### src/rtl/defuzz_divider_pkg.sv
// rtl/defuzz_divider_pkg.sv - shared constants and FSM state codes for the defuzzifier divider
package defuzz_divider_pkg;

  localparam logic [15:0] Q15_MAX   = 16'h7FFF;
  localparam int          G_MAX_DEF = 100;

  typedef enum logic [1:0] {
    ST_IDLE = 2'd0,
    ST_DIV  = 2'd1,
    ST_DONE = 2'd2
  } state_t;

endpackage

### src/rtl/defuzz_divider_seq_udiv.sv
// rtl/defuzz_divider_seq_udiv.sv - generic W-bit sequential restoring divider, one quotient bit per cycle
module seq_udiv #(
  parameter int W = 22
) (
  input  logic         clk,
  input  logic         rst,
  input  logic         start,
  input  logic [W-1:0] num,
  input  logic [W-1:0] den,
  output logic         busy,
  output logic         done,
  output logic [W-1:0] quo
);

  localparam int CW = $clog2(W);

  logic [W:0]    rem_q;
  logic [W-1:0]  num_q;
  logic [W-1:0]  den_q;
  logic [CW-1:0] cnt_q;
  logic          busy_q;

  logic [W:0] rem_sh;
  logic [W:0] rem_nx;
  logic       ge;

  // Numerator register shifts out MSB-first and fills with quotient bits from the LSB.
  assign rem_sh = {rem_q[W-1:0], num_q[W-1]};
  assign ge     = rem_sh >= {1'b0, den_q};
  assign rem_nx = ge ? (rem_sh - {1'b0, den_q}) : rem_sh;
  assign quo    = {num_q[W-2:0], ge};

  // done marks the cycle whose edge retires the last bit, so quo is final right now.
  assign done = busy_q && (cnt_q == CW'(W - 1));
  assign busy = busy_q;

  always_ff @(posedge clk) begin
    if (rst) begin
      rem_q  <= '0;
      num_q  <= '0;
      den_q  <= '0;
      cnt_q  <= '0;
      busy_q <= 1'b0;
    end else if (start) begin
      rem_q  <= '0;
      num_q  <= num;
      den_q  <= den;
      cnt_q  <= '0;
      busy_q <= 1'b1;
    end else if (busy_q) begin
      rem_q <= rem_nx;
      num_q <= quo;
      cnt_q <= cnt_q + CW'(1);
      if (done) begin
        busy_q <= 1'b0;
      end
    end
  end

endmodule

### src/rtl/defuzz_divider.sv
// rtl/defuzz_divider.sv - crisp output G = round(100*S_wg/S_w) with handshakes, clamp and zero-weight bypass
module defuzz_divider
  import defuzz_divider_pkg::*;
#(
  parameter int NUM_W     = 22,
  parameter int G_MAX     = G_MAX_DEF,
  parameter int G_DEFAULT = 50,
  parameter int ROUND     = 1
) (
  input  logic        clk,
  input  logic        rst,
  input  logic        in_valid,
  output logic        in_ready,
  input  logic [15:0] S_w,
  input  logic [15:0] S_wg,
  output logic        out_valid,
  input  logic        out_ready,
  output logic [7:0]  G,
  output logic        zero_w,
  output logic        sat,
  output logic        busy
);

  state_t state, state_nx;

  logic [14:0]      w15, wg15;
  logic             accept, w_zero, div_start, div_done;
  logic             unused_div_busy;
  logic [NUM_W-1:0] num, den, quo;

  assign w15  = 15'(S_w & Q15_MAX);
  assign wg15 = 15'(S_wg & Q15_MAX);

  assign in_ready  = (state == ST_IDLE);
  assign out_valid = (state == ST_DONE);
  assign busy      = (state == ST_DIV);

  assign accept    = in_valid && in_ready;
  assign w_zero    = (w15 == 15'd0);
  assign div_start = accept && !w_zero;

  // Adding half the divisor up front turns the truncating divide into round-half-up.
  assign num = NUM_W'(wg15) * NUM_W'(100) + ((ROUND != 0) ? NUM_W'(w15 >> 1) : '0);
  assign den = NUM_W'(w15);

  seq_udiv #(
    .W(NUM_W)
  ) u_div (
    .clk   (clk),
    .rst   (rst),
    .start (div_start),
    .num   (num),
    .den   (den),
    .busy  (unused_div_busy),
    .done  (div_done),
    .quo   (quo)
  );

  always_comb begin
    state_nx = state;
    case (state)
      ST_IDLE: if (accept)    state_nx = w_zero ? ST_DONE : ST_DIV;
      ST_DIV:  if (div_done)  state_nx = ST_DONE;
      ST_DONE: if (out_ready) state_nx = ST_IDLE;
      default:                state_nx = ST_IDLE;
    endcase
  end

  always_ff @(posedge clk) begin
    if (rst) begin
      state  <= ST_IDLE;
      G      <= '0;
      zero_w <= 1'b0;
      sat    <= 1'b0;
    end else begin
      state <= state_nx;
      if (accept && w_zero) begin
        G      <= 8'(G_DEFAULT);
        zero_w <= 1'b1;
        sat    <= 1'b0;
      end else if (div_done) begin
        zero_w <= 1'b0;
        if (quo > NUM_W'(G_MAX)) begin
          G   <= 8'(G_MAX);
          sat <= 1'b1;
        end else begin
          G   <= quo[7:0];
          sat <= 1'b0;
        end
      end
    end
  end

endmodule

### config.mk
export PLATFORM = sky130hd
export DESIGN_NAME = defuzz_divider
export DESIGN_NICKNAME = d
export VERILOG_FILES = /design/src/rtl/defuzz_divider_pkg.sv /design/src/rtl/defuzz_divider_seq_udiv.sv /design/src/rtl/defuzz_divider.sv
export SDC_FILE = /design/constraint.sdc
export NUM_CORES = 1
export LEC_CHECK = 0
export ABC_CLOCK_PERIOD_IN_PS = 6000
export BUFFER_PORTS_ARGS = -buffer_cell sky130_fd_sc_hd__buf_2
export CORE_AREA = 2 2 109 138
export CTS_BUF_LIST = sky130_fd_sc_hd__clkbuf_8 sky130_fd_sc_hd__clkbuf_16
export CTS_CLUSTER_SIZE = 25
export DETAILED_ROUTE_END_ITERATION = 8
export DIE_AREA = 0 0 111 140
export PLACE_DENSITY = 0.7
export SYNTH_ARGS = -nofsm -noshare
export SYNTH_HDL_FRONTEND = slang
export SYNTH_SLANG_ARGS = --single-unit
### constraint.sdc
create_clock -name clk -period 6 [get_ports clk]
set_input_delay 0.3 -clock clk [delete_from_list [all_inputs] [get_ports clk]]
set_output_delay 0.3 -clock clk [all_outputs]
set_load 0.1 [all_outputs]
==> Yosys cells after proc, flatten, opt, wreduce, memory -nomap -nowiden <==
Index checks and enable logic that the tools add are counted.
{ "classes": {"n_mul": 1, "muxes": 17, "n_lt_le_gt_ge": 2, "n_reduce_logical": 12, "add_sub_neg": 3, "eq_ne": 6} }
{ "ops": {"columns": ["cell", "count"], "rows": [
  ["two-way mux 22 bit", 3],
  [">= comparator 23 x 15 -> 1 bit", 1],
  ["adder 22 x 14 -> 22 bit", 1],
  ["greater-than comparator 22 x 7 -> 1 bit (second input constant)", 1],
  ["subtractor 22 x 15 -> 22 bit", 1],
  ["multiplier 15 x 5 -> 20 bit (second input constant)", 1],
  ["zero test 15 bit", 1],
  ["two-way mux 6 bit", 2],
  ["two-way mux 2 bit", 4],
  ["two-way mux 8 bit", 1],
  ["two-way mux 1 bit", 6],
  ["inequality test 2 x 1 -> 1 bit (second input constant)", 3],
  ["one-hot mux 2 bit (3 select lines)", 1],
  ["adder 5 x 1 -> 5 bit (second input constant)", 1],
  ["equality test 5 bit (second input constant)", 1],
  ["logical AND 1 bit", 4],
  ["nonzero test 2 bit", 2],
  ["OR reduction 2 bit", 2],
  ["AND reduction 3 bit", 1],
  ["equality test 2 x 1 -> 1 bit (second input constant)", 1],
  ["equality test 2 bit (second input constant)", 1],
  ["zero test 2 bit", 1],
  ["zero test 1 bit", 1]
]} }
{ "totals": {"out_inout_bits": 13, "in_bits": 36, "wordCells": 51, "register_bits": 77} }

==> Longest topological paths before layout <==
{ "logic_depth": {"ltp_word": 5, "ltp_mapped": 20, "mapped_depth_nobuf": 20} }

==> Hierarchy <==
A second synthesis with hierarchy kept.
{ "hier_totals": {"hier_cells": 894, "hier_area_um2": 7302.0} }
{ "by_module_without_submodules": {"columns": ["module", "cells_per_inst", "instances", "area_each_um2"], "rows": [
  ["seq_udiv", 539, 1, 4484.3],
  ["defuzz_divider", 355, 1, 2817.7]
]} }

==> Worst setup path after synthesis <==
OpenSTA, ideal clock, no wires.
{ "synth_timing": {"path_type": "input-to-reg", "startpoint": "input port S_wg[6]", "endpoint": "register u_div.num_q[21]", "t_arrival_ns": 4.322, "slack_ns": 1.587, "path_stages": 18, "path_buffers": 0, "setup_time_ns": 0.091, "cell_sequence": "ha_1 ha_1 inv_1 fa_1 inv_1 ha_1 a2111oi_0 o21ai_0 nand2_1 xnor2_1 ha_1 and2_1 a221o_1 a31oi_1 nor4_1 nand4_1 or4_1 a311oi_1"} }
{ "synth_between": {"elab_chain_cells": 3} }
{ "synth_rtl": {"columns": ["element", "line_no", "text"], "rows": [
  ["from (decl)", "defuzz_divider.sv:15", "input logic [15:0] S_wg,"],
  ["multiplier 15 x 5 -> 20 bit", "defuzz_divider.sv:43", "assign num = NUM_W'(wg15) * NUM_W'(100) + ((ROUND != 0) ? NUM_W'(w15 >> 1) : '0);"],
  ["adder 22 x 14 -> 22 bit", "defuzz_divider.sv:43", null],
  ["two-way mux 22 bit", "defuzz_divider_seq_udiv.sv:44", "end else if (start) begin"],
  ["to (signal assigned)", "defuzz_divider_seq_udiv.sv:46", "num_q <= num;"],
  ["to (signal assigned)", "defuzz_divider_seq_udiv.sv:52", "num_q <= quo;"],
  ["to (decl)", "defuzz_divider_seq_udiv.sv:18", "logic [W-1:0] num_q;"]
]} }
No other way between the ends.
A chain may end at the register's enable or synchronous reset.

==> Worst setup path after layout <==
Ends and elaborated chain as after synthesis.

==> impl_results.html <==
<table>
<tr><th>Metric</th><th>Value</th></tr>
<tr><th colspan="2">Status</th></tr>
<tr><td>Status</td><td>finished clean</td></tr>
<tr><th colspan="2">Clock tree</th></tr>
<tr><td>Number of cells upsized or downsized after cts</td><td>0</td></tr>
<tr><td>Number of hold buffers added after CTS</td><td>0</td></tr>
<tr><td>Clk buf depth</td><td>2</td></tr>
<tr><td>H-tree depth</td><td>3</td></tr>
<tr><td>Worst-path clk slew</td><td>0.06 ns</td></tr>
<tr><td>Post-CTS setup buffer count</td><td>0</td></tr>
<tr><td>Clock tree from TritonCTS</td><td>built</td></tr>
<tr><td>Sinks on the clock net</td><td>77</td></tr>
<tr><td>Skew-Pair Late Insertion Delay</td><td>0.34 ns</td></tr>
<tr><td>Root buf cell</td><td>sky130_fd_sc_hd__clkbuf_16</td></tr>
<tr><td>Number of clock buffers inserted by TritonCTS</td><td>9</td></tr>
<tr><th colspan="2">Timing</th></tr>
<tr><td>Total count of hold-check failures in the final report</td><td>0</td></tr>
<tr><td>Setup Skew</td><td>0.00762 ns</td></tr>
<tr><td>Upper clock frequency limit</td><td>215 MHz</td></tr>
<tr><td># setup viols final</td><td>0</td></tr>
<tr><td>Min Tclk post-route</td><td>4.66 ns</td></tr>
<tr><td>Slew margin rel.</td><td>33.8%</td></tr>
<tr><td>Portion of the clock cycle consumed by the worst path in the final layout</td><td>77.7%</td></tr>
<tr><td>TNS Setup</td><td>0 ns</td></tr>
<tr><td>Tightest Pin Transition</td><td>0.989 ns</td></tr>
<tr><td>Final count of pins violating max slew</td><td>0</td></tr>
<tr><td>RSZ-0062 raised after global routing</td><td>false</td></tr>
<tr><td>Hold slack</td><td>0.228 ns</td></tr>
<tr><th colspan="2">Flow run</th></tr>
<tr><td>Max-cap check violation count</td><td>0</td></tr>
<tr><th colspan="2">Worst setup path</th></tr>
<tr><td>Type of element launching the critical path</td><td>input pin</td></tr>
<tr><td>Biggest cell delay along the critical path</td><td>0.51 ns</td></tr>
<tr><td>Critical path class</td><td>in -&gt; reg</td></tr>
<tr><td>Top cell by count, worst path</td><td>sky130_fd_sc_hd__ha_1</td></tr>
<tr><td>Kind of cell adding the most delay to the critical path</td><td>adder cells</td></tr>
<tr><td>Critical-path cell list</td><td>buf_2 -&gt; ha_1 -&gt; ha_1 -&gt; inv_1 -&gt; fa_1 -&gt; inv_1 -&gt; ha_1 -&gt; a2111oi_0 -&gt; o21ai_0 -&gt; nand2_1 -&gt; xnor2_1 -&gt; ha_1 -&gt; and2_1 -&gt; a221o_1 -&gt; a31oi_1 -&gt; nor4_1 -&gt; nand4_1 -&gt; or4_1 -&gt; a311oi_1</td></tr>
<tr><td>Data required time at the worst endpoint</td><td>6.25 ns</td></tr>
<tr><td>Buf+Inv Stages, Crit Path</td><td>3</td></tr>
<tr><td>Cell with the largest stage delay on the worst path</td><td>sky130_fd_sc_hd__or4_1</td></tr>
<tr><td>Data arrival at the endpoint of the critical path</td><td>4.91 ns</td></tr>
<tr><td>Crit-path max FO</td><td>5</td></tr>
<tr><td>Kind of end point of the critical path</td><td>register</td></tr>
<tr><th colspan="2">Synth</th></tr>
<tr><td>Number of standard cells after synthesis</td><td>789</td></tr>
<tr><td>Mean Syn Cell Area</td><td>7.98 µm²</td></tr>
<tr><td>Synth warnings</td><td>0</td></tr>
<tr><td>Fraction of the yosys area taken by sequential cells</td><td>24.5%</td></tr>
<tr><td>Biggest area consumer among synthesized cells</td><td>sky130_fd_sc_hd__dfxtp_1</td></tr>
<tr><td>Synthesized cell area</td><td>6290 µm²</td></tr>
<tr><td>Post-synth EDFFs</td><td>0</td></tr>
<tr><td>Area share of the largest cell type after synthesis</td><td>24.5%</td></tr>
<tr><td>Cell types with the largest area share after synthesis</td><td>sky130_fd_sc_hd__dfxtp_1, sky130_fd_sc_hd__ha_1, sky130_fd_sc_hd__a21oi_1</td></tr>
<tr><td>Count of cell types in the netlist</td><td>60</td></tr>
<tr><td>Synth Net Count</td><td>916</td></tr>
<tr><td>Number of synthesized register bits</td><td>77</td></tr>
<tr><td>Synth Flop Type</td><td>sky130_fd_sc_hd__dfxtp_1</td></tr>
<tr><td>Proportion of synthesized flip-flops having asynchronous set or reset</td><td>0%</td></tr>
<tr><th colspan="2">Die</th></tr>
<tr><td>Height of the chip</td><td>140 µm</td></tr>
<tr><td>Die area</td><td>15500 µm²</td></tr>
<tr><td>Initial Util</td><td>44.4%</td></tr>
<tr><td>Width of the chip</td><td>111 µm</td></tr>
<tr><td>Number of ports placed on the die boundary</td><td>49</td></tr>
<tr><td>Number of placement rows</td><td>49</td></tr>
<tr><td>Core ar.</td><td>14200 µm²</td></tr>
<tr><th colspan="2">GRT</th></tr>
<tr><td>Via count of the first global-routing pass</td><td>5249</td></tr>
<tr><td>Wire length of the first global-routing pass</td><td>23700 µm</td></tr>
<tr><td>GRT Overall Usage</td><td>18.4%</td></tr>
<tr><td>Total grt overflow</td><td>0</td></tr>
<tr><td>Number of antenna violations at the first check in global routing</td><td>0</td></tr>
<tr><td>Pin count of the biggest net entering global routing</td><td>85</td></tr>
<tr><th colspan="2">Place</th></tr>
<tr><td>RePlAce Congestion</td><td>0.845</td></tr>
<tr><td>Buffers added on ports</td><td>46</td></tr>
<tr><td>Post-detailed-placement half-perimeter wirelength</td><td>11000 µm</td></tr>
<tr><th colspan="2">Drt</th></tr>
<tr><td>Number of detailed-route iterations in the first pass</td><td>6</td></tr>
<tr><td>Final routed wirelength across all metal layers</td><td>14100 µm</td></tr>
<tr><td>Initial DRC count</td><td>242</td></tr>
<tr><td>DRC viols</td><td>0</td></tr>
<tr><td>WL/cell</td><td>14.1 µm</td></tr>
<tr><td>Remaining antenna violation count</td><td>0</td></tr>
<tr><td>Via Count</td><td>5488</td></tr>
<tr><td>Per-cell via count in the routed design</td><td>5.47</td></tr>
<tr><th colspan="2">Power</th></tr>
<tr><td>Total power per unit cell area</td><td>333 nW/µm²</td></tr>
<tr><td>Static leakage</td><td>0.00308 µW</td></tr>
<tr><td>Worst IR drop on VDD</td><td>0.000167 V</td></tr>
<tr><td>Overall power</td><td>2310 µW</td></tr>
<tr><th colspan="2">Final layout</th></tr>
<tr><td>Most used cells in the layout excluding fill and tap cells</td><td>sky130_fd_sc_hd__nand2_1, sky130_fd_sc_hd__inv_1, sky130_fd_sc_hd__ha_1, sky130_fd_sc_hd__dfxtp_1, sky130_fd_sc_hd__a21oi_1</td></tr>
<tr><td>Share of final-layout standard cells stronger than drive strength 1</td><td>9.70%</td></tr>
<tr><td>Storage cell area</td><td>1540 µm²</td></tr>
<tr><td>Filler cells</td><td>1392</td></tr>
<tr><td>Count of nets after finishing</td><td>947</td></tr>
<tr><td>Layout overhead on the synthesized area</td><td>10.4%</td></tr>
<tr><td>Multi-input gate area</td><td>4340 µm²</td></tr>
<tr><td>Final antenna diode count</td><td>0</td></tr>
<tr><td>Most common cell after layout, fill and taps aside</td><td>sky130_fd_sc_hd__nand2_1</td></tr>
<tr><th colspan="2">Hold path</th></tr>
<tr><td>Class of the tightest hold or removal check</td><td>in -&gt; reg</td></tr>
</table>
[synth_stat cells, types with 4 or more instances]
cell                        number
sky130_fd_sc_hd__a2111oi_0       5
sky130_fd_sc_hd__a211oi_1       28
sky130_fd_sc_hd__a21o_1          9
sky130_fd_sc_hd__a21oi_1        67
sky130_fd_sc_hd__a311oi_1        5
sky130_fd_sc_hd__a31oi_1        14
sky130_fd_sc_hd__and3_1          8
sky130_fd_sc_hd__clkbuf_1       23
sky130_fd_sc_hd__dfxtp_1        77
sky130_fd_sc_hd__fa_1           12
sky130_fd_sc_hd__ha_1           79
sky130_fd_sc_hd__inv_1          79
sky130_fd_sc_hd__mux2i_1        18
sky130_fd_sc_hd__nand2_1        85
sky130_fd_sc_hd__nand2b_1       15
sky130_fd_sc_hd__nand3_1        12
sky130_fd_sc_hd__nand4_1        11
sky130_fd_sc_hd__nor2_1         53
sky130_fd_sc_hd__nor2b_1        10
sky130_fd_sc_hd__nor3_1         11
sky130_fd_sc_hd__nor4_1         12
sky130_fd_sc_hd__o211ai_1        4
sky130_fd_sc_hd__o21a_1         12
sky130_fd_sc_hd__o21ai_0        32
sky130_fd_sc_hd__o21bai_1        4
sky130_fd_sc_hd__o31ai_1         4
sky130_fd_sc_hd__or2_2           4
sky130_fd_sc_hd__or3_1           7
sky130_fd_sc_hd__xnor2_1        28
sky130_fd_sc_hd__xor2_1         19
[flip-flops by register name, summed over array words and instances (netlist names)]
register	flops
u_div.num_q	22
u_div.rem_q	22
u_div.den_q	15
G	8
u_div.cnt_q	5
state	2
sat	1
u_div.busy	1
zero_w	1
[stage by stage]
step                      cell area (µm²)  instances  setup slack (ns)  utilization (%)
final                                6950       1003              1.34             49.1
after global routing                 6950       1003             0.961             49.1
after CTS                            6950       1003              1.31             49.1
after detailed placement             6650        987             0.974             47.0
after global placement               6650        987              1.11             47.0
after floorplan                      6290        789              1.59                -
[tightest hold or removal path, stage by stage]
cell                      delay (ns)
sky130_fd_sc_hd__buf_2          0.12
sky130_fd_sc_hd__nand2_1        0.05
sky130_fd_sc_hd__a21oi_1        0.05
[cell families (layout without fill, tap and decap cells)]
group                      Yosys count  count (layout)  share of synthesized area (%)
DFF                                 77              77                           24.5
and+or+nand+nor                    247             247                           19.6
muxes                               18              18                           2.86
AOI/OAI and AO/OA                  202             202                           20.4
xor gates and xnor gates            47              47                           6.54
buffers and inverters              107             143                           6.58
adders and majority gates           91              91                           19.5
[report_power, final]
part           internal [µW]  switching, µW  leakage, µW
Clock                    325            220     0.000149
Combinational            490            673      0.00230
Sequential               561           42.0     0.000631
[final cells by class]
| class | count | share of cell area (%) |
|---|---|---|
| Clock buffer | 9 | 3.24 |
| Clock inverter | 7 | 1.08 |
| Inverter | 79 | 4.27 |
| Multi-Input combinational cell | 605 | 62.5 |
| Sequential cell | 77 | 22.2 |
| Tap cell | 178 | 3.20 |
| Timing Repair Buffer | 48 | 3.53 |
[per-layer routing]
metal	global-route usage [%]	vias to the layer above	wire, µm
li1	-	2856	-
met1	20.2	2545	6080
met2	35.3	66	7400
met3	2.55	21	299
met4	7.76	0	361
met5	0	-	0
[path summary, 6_finish.rpt]
check / startpoint / endpoint / slack, ns / cells after the start
setup / recovery: S_wg[6] / u_div.num_q[21] / 1.34 / 19
hold / removal: S_w[5] / u_div.den_q[5] / 0.23 / 3
setup reg to reg: u_div.num_q[21] / u_div.rem_q[20] / 2.71 / 11
hold reg to reg: u_div.den_q[12] / u_div.den_q[12] / 0.45 / 2
No activity file was read; power rests on OpenSTA's default activity.
